==> config.mk <==
export PLATFORM = sky130hd
export DESIGN_NAME = mem_arbiter
export DESIGN_NICKNAME = d
export VERILOG_FILES = /design/src/rtl/mem_arb_pkg.sv /design/src/rtl/arb_starve_ctr.sv /design/src/rtl/mem_arbiter.sv
export SDC_FILE = /design/constraint.sdc
export NUM_CORES = 1
export LEC_CHECK = 0
export BUFFER_PORTS_ARGS = -buffer_cell sky130_fd_sc_hd__buf_4
export CELL_PAD_IN_SITES_DETAIL_PLACEMENT = 2
export CELL_PAD_IN_SITES_GLOBAL_PLACEMENT = 2
export CORE_ASPECT_RATIO = 0.8
export CORE_UTILIZATION = 10
export DETAILED_ROUTE_END_ITERATION = 12
export GPL_ROUTABILITY_DRIVEN = 0
export PLACE_DENSITY = 0.85
export SLEW_MARGIN = 40
export SYNTH_ARGS = -nofsm -noshare
export SYNTH_HDL_FRONTEND = slang
export SYNTH_SLANG_ARGS = --single-unit
==> constraint.sdc <==
create_clock -name clk -period 2.6 [get_ports clk]
set_input_delay 0.39 -clock clk [delete_from_list [all_inputs] [get_ports clk]]
set_output_delay 0.39 -clock clk [all_outputs]
set_load 0.01 [all_outputs]
==> src/rtl/mem_arb_pkg.sv <==
// Shared types for the instruction/data memory arbiter: FSM state and access-size codes.
// Latency: n/a (types and constants only).
// Backpressure: n/a.
package mem_arb_pkg;

  typedef enum logic [1:0] {
    IDLE   = 2'd0,
    D_WAIT = 2'd1,
    F_WAIT = 2'd2,
    F_DROP = 2'd3
  } arb_state_t;

  localparam logic [1:0] SIZE_BYTE = 2'b00;
  localparam logic [1:0] SIZE_HALF = 2'b01;
  localparam logic [1:0] SIZE_WORD = 2'b10;

endpackage

==> src/rtl/arb_starve_ctr.sv <==
// Counts consecutive data grants taken while a fetch is waiting, saturating at LIMIT.
// Latency: count visible the cycle after the grant that changes it.
// Backpressure: none; clears whenever the fetch stage stops asking or wins a grant.
module arb_starve_ctr #(
  parameter int unsigned LIMIT = 4,
  parameter int unsigned CNT_W = (LIMIT < 1) ? 1 : $clog2(LIMIT + 1)
) (
  input  logic             clk,
  input  logic             reset,
  input  logic             f_req,
  input  logic             data_gnt,
  input  logic             fetch_gnt,
  output logic [CNT_W-1:0] cnt
);

  // Saturating counter: cleared when fetch is idle or served, bumped per data grant otherwise.
  always_ff @(posedge clk) begin
    if (reset) begin
      cnt <= '0;
    end else if (!f_req || fetch_gnt) begin
      cnt <= '0;
    end else if (data_gnt && (cnt != CNT_W'(LIMIT))) begin
      cnt <= cnt + 1'b1;
    end
  end

endmodule

==> src/rtl/mem_arbiter.sv <==
// Arbitrates the IF and MEM pipeline stages onto one memory port, one transaction in flight.
// Latency: request combinational in IDLE; done/rvalid combinational from mem_rvalid (0 cycles).
// Backpressure: request held until mem_gnt; stages stalled until their completion pulse.
module mem_arbiter #(
  parameter int unsigned ADDR_W       = 32,
  parameter int unsigned DATA_W       = 32,
  parameter int unsigned STARVE_LIMIT = 4
) (
  input  logic              clk,
  input  logic              reset,
  input  logic              f_req,
  input  logic [ADDR_W-1:0] f_addr,
  output logic              f_rvalid,
  output logic [DATA_W-1:0] f_rdata,
  input  logic              f_flush,
  input  logic              d_req,
  input  logic              d_we,
  input  logic [1:0]        d_size,
  input  logic [ADDR_W-1:0] d_addr,
  input  logic [DATA_W-1:0] d_wdata,
  output logic              d_done,
  output logic [DATA_W-1:0] d_rdata,
  output logic              mem_req,
  output logic              mem_we,
  output logic [1:0]        mem_size,
  output logic [ADDR_W-1:0] mem_addr,
  output logic [DATA_W-1:0] mem_wdata,
  input  logic              mem_gnt,
  input  logic              mem_rvalid,
  input  logic [DATA_W-1:0] mem_rdata,
  output logic              stall_fetch,
  output logic              stall_mem
);

  import mem_arb_pkg::*;

  localparam int unsigned CNT_W = (STARVE_LIMIT < 1) ? 1 : $clog2(STARVE_LIMIT + 1);

  arb_state_t       state;
  arb_state_t       state_nxt;
  logic [CNT_W-1:0] starve_cnt;
  logic             starved;
  logic             idle;
  logic             sel_fetch;
  logic             sel_data;
  logic             data_gnt;
  logic             fetch_gnt;

  // Data normally wins; a fetch that has watched STARVE_LIMIT data grants goes first.
  // A flush in the same cycle withdraws the fetch, since its address is already stale.
  assign starved   = f_req & (starve_cnt == CNT_W'(STARVE_LIMIT));
  assign idle      = (state == IDLE) & ~reset;
  assign sel_fetch = idle & f_req & ~f_flush & (starved | ~d_req);
  assign sel_data  = idle & d_req & ~sel_fetch;
  assign mem_req   = sel_fetch | sel_data;
  assign data_gnt  = sel_data & mem_gnt;
  assign fetch_gnt = sel_fetch & mem_gnt;

  // Request fields follow the selected requester; zero when nothing is offered.
  always_comb begin
    mem_we    = 1'b0;
    mem_size  = 2'b00;
    mem_addr  = '0;
    mem_wdata = '0;
    if (sel_data) begin
      mem_we    = d_we;
      mem_size  = d_size;
      mem_addr  = d_addr;
      mem_wdata = d_wdata;
    end else if (sel_fetch) begin
      mem_size  = SIZE_WORD;
      mem_addr  = f_addr;
    end
  end

  // Completion pulses come straight off mem_rvalid; a flush in F_WAIT kills the fetch pulse.
  assign d_done      = ~reset & (state == D_WAIT) & mem_rvalid;
  assign f_rvalid    = ~reset & (state == F_WAIT) & mem_rvalid & ~f_flush;
  assign d_rdata     = d_done   ? mem_rdata : '0;
  assign f_rdata     = f_rvalid ? mem_rdata : '0;
  assign stall_mem   = ~reset & d_req & ~d_done;
  assign stall_fetch = ~reset & f_req & ~f_rvalid;

  // Next-state: one transaction in flight; flushed fetches drain through F_DROP.
  always_comb begin
    state_nxt = state;
    case (state)
      IDLE: begin
        if (data_gnt) begin
          state_nxt = D_WAIT;
        end else if (fetch_gnt) begin
          state_nxt = F_WAIT;
        end
      end
      D_WAIT: begin
        if (mem_rvalid) begin
          state_nxt = IDLE;
        end
      end
      F_WAIT: begin
        if (mem_rvalid) begin
          state_nxt = IDLE;
        end else if (f_flush) begin
          state_nxt = F_DROP;
        end
      end
      F_DROP: begin
        if (mem_rvalid) begin
          state_nxt = IDLE;
        end
      end
      default: state_nxt = IDLE;
    endcase
  end

  // State register; reset abandons any transaction so its late response lands in IDLE.
  always_ff @(posedge clk) begin
    if (reset) begin
      state <= IDLE;
    end else begin
      state <= state_nxt;
    end
  end

  arb_starve_ctr #(
    .LIMIT (STARVE_LIMIT),
    .CNT_W (CNT_W)
  ) u_starve_ctr (
    .clk       (clk),
    .reset     (reset),
    .f_req     (f_req),
    .data_gnt  (data_gnt),
    .fetch_gnt (fetch_gnt),
    .cnt       (starve_cnt)
  );

endmodule

==> run_results.csv <==
group,metric,value,unit
yosys,synth_cells,192,
finish,area_growth,172,%
critical_path,crit_arrival,2040,ps
floorplanning,ios,274,
cts,cts_hold_buffers,0,
yosys,syn_nets,332,
timing,fin_setup_tns,0,ps
cts,cts-root-buf,"clkbuf_16",
yosys,seq_area_frac_synth,7.37,%
yosys,postSynthAreaPerCell,7.07,um^2
floorplanning,initial_utilization,10.4,%
yosys,ys_ff_latch,5,
floorplanning,fp.dieW,132,um
timing,fin_crit,2430,ps
global_route,grt_max_degree,67,
floorplanning,dieArea,0.0140,mm^2
timing,fmax,412,MHz
finish,antennaDiodeCount,0,
cts,insertion_delay,230,ps
placed_design,portBuffers,273,
finish,final_area,0.00369,mm^2
finish,final_util,28.3,%
placed_design,dp_hpwl,9140,um
timing,fin_crit_sh,93.4,%
critical_path,path_max_fanout,66,
yosys,synth_area,0.00136,mm^2
drt,dr.first_iter.drc_count,67,
timing,finalSetupViolations,0,
critical_path,cp_data_required_time,2210,ps
drt,routed_via_density,4.03,
yosys,synth_cell_types,31,
power,p_per_area,205,mW/mm^2
timing,rsz0062_at_grt,"false",
yosys,yosys_warnings,0,
status,outcome,"completed",
drt,firstDrtPassIters,4,
finish,num-fill-cells,1528,
global_route,grt_use_total,14.0,%
cts,cts_sinks,5,
critical_path,start_kind,"flip-flop",
cts,clk_pin_slew_worst_paths,30,ps
drt,vias,2541,
critical_path,crit_type,"reg -> out",
global_route,grt_pass1_wl,15500,um
floorplanning,die_h,106,um
critical_path,r2r.worst_path.cells,3,
cts,post_cts.repair.setup_buffers,0,
hold_path,min_path_type,"in -> reg",
power,power_leakage,1.99,nW
cts,cts_buffers,3,
drt,drt-total-wl,10600,um
finish,nets,597,
cts,cts_buffer_depth,2,
timing,timing.slew.headroom,55.7,%
timing,slew_violations,0,
global_route,grt_overflow,0,
global_route,grt_pass1_vias,2799,
placed_design,placed_area,0.00361,mm^2
timing,worstMarginPinSlew,655,ps
global_route,antenna_found_initial,0,
timing,hold_violations,0,
cts,cts_resized,0,
drt,route.detailed.drc,0,
floorplanning,row_count,37,
drt,drt-wirelength-per-cell,16.8,um
cts,htree_levels,1,
run,drv_cap,0,
floorplanning,core_area,0.0131,mm^2
drt,detail-route-antenna-nets,0,
hold_path,hold_depth,2,
finish,drive_above_1_share,63.2,%
power,vdd_drop_max,0.179,mV
cts,cts_tree,"built",
critical_path,worstSetupEndpointType,"output pin",
timing,worst_clock_skew,1.37,ps
## through the flow
stage	power, mW	hold slack (ps)	cells	setup slack, ps
after floorplan	0.214	467	192	647
after global placement	0.495	485	627	325
after detailed placement	0.508	526	627	279
after CTS	0.768	399	631	82.5
after global routing	0.800	415	631	64.7
final	0.756	398	631	171
## worst paths after layout
check / from / endpoint / slack (ps)
setup / recovery: state[1] / mem_addr[3] / 170
hold / removal: mem_rvalid / state[1] / 400
setup reg to reg: state[1] / u_starve_ctr.cnt[0] / 1040
hold reg to reg: u_starve_ctr.cnt[0] / u_starve_ctr.cnt[0] / 520
## worst max-delay path, cell delays in order (launching register included)
cell	delay (ps)
dfxtp_1	360
or4b_4	610
a31oi_4	210
buf_12	280
a22o_1	200
buf_4	130
## flip-flops by register name, indices dropped and copies added (netlist names)
register,flops
u_starve_ctr.cnt,3
state,2
## kinds of logic (layout without fill, tap and decap cells)
group	after synthesis	in the layout	synth area share, %
AOI/OAI and AO/OA	47	47	28.9
adders and majority gates	2	2	1.84
buffers and inverters	21	285	7.19
DFF	5	5	7.37
and+or+nand+nor	117	117	54.7
## routing by layer
layer / up-vias / GRT usage, % / share of wire [%]
li1: 1186 / - / -
met1: 1200 / 14.8 / 37
met2: 153 / 28.4 / 54
met3: 2 / 3.58 / 8.7
met4: 0 / 1.72 / 0.41
met5: - / 0 / 0
## power breakdown
part           total [mW]  switching (mW)  internal, mW
combinational       0.420           0.162         0.259
clock               0.254          0.0507         0.203
sequential         0.0817         0.00280        0.0789
## final cells by class
type	count	area (um^2)	share of cell area [%]
Timing Repair Buffer	277	2100	56.8
Inverter	4	15.0	0.407
Sequential cell	5	100	2.71
Multi-Input combinational cell	166	1180	32.0
Tap cell	175	219	5.93
Clock buffer	4	78.8	2.14
## placed cells by master (no fill, tap or decap), types with 2 or more instances in the layout
cell       instances
a21bo_2            2
a21oi_1            2
a22o_1            33
and2_1            98
buf_4            275
clkbuf_16          3
dfxtp_1            5
ha_1               2
inv_1              4
nand2b_1           3
nor2_1             2
nor3_1             2
o21ai_0            3
or3_1              2
## cells in the mapped netlist
cell	n	area, um^2
or4b_4	1	13.8
nand2b_1	3	18.8
clkbuf_1	10	37.5
o32ai_1	1	8.76
nor2_1	2	7.51
buf_2	3	15.0
a22o_1	33	289
nand3_1	1	5.00
nor3_1	2	10.0
o21ai_0	3	15.0
a31oi_2	1	12.5
nand2_1	1	3.75
nor4b_1	1	8.76
dfxtp_1	5	100
buf_4	4	30.0
inv_1	4	15.0
a31o_2	1	8.76
a21bo_2	2	20.0
and2_1	98	613
a31oi_1	1	6.26
ha_1	2	25.0
or2_2	1	6.26
a21o_1	1	7.51
nor2b_1	1	6.26
and3b_1	1	8.76
o21a_1	1	7.51
nor4_2	1	12.5
or3_1	2	12.5
a21oi_1	2	10.0
a211oi_1	1	7.51
nor3b_1	2	15.0
(Power assumes the default switching activity.)
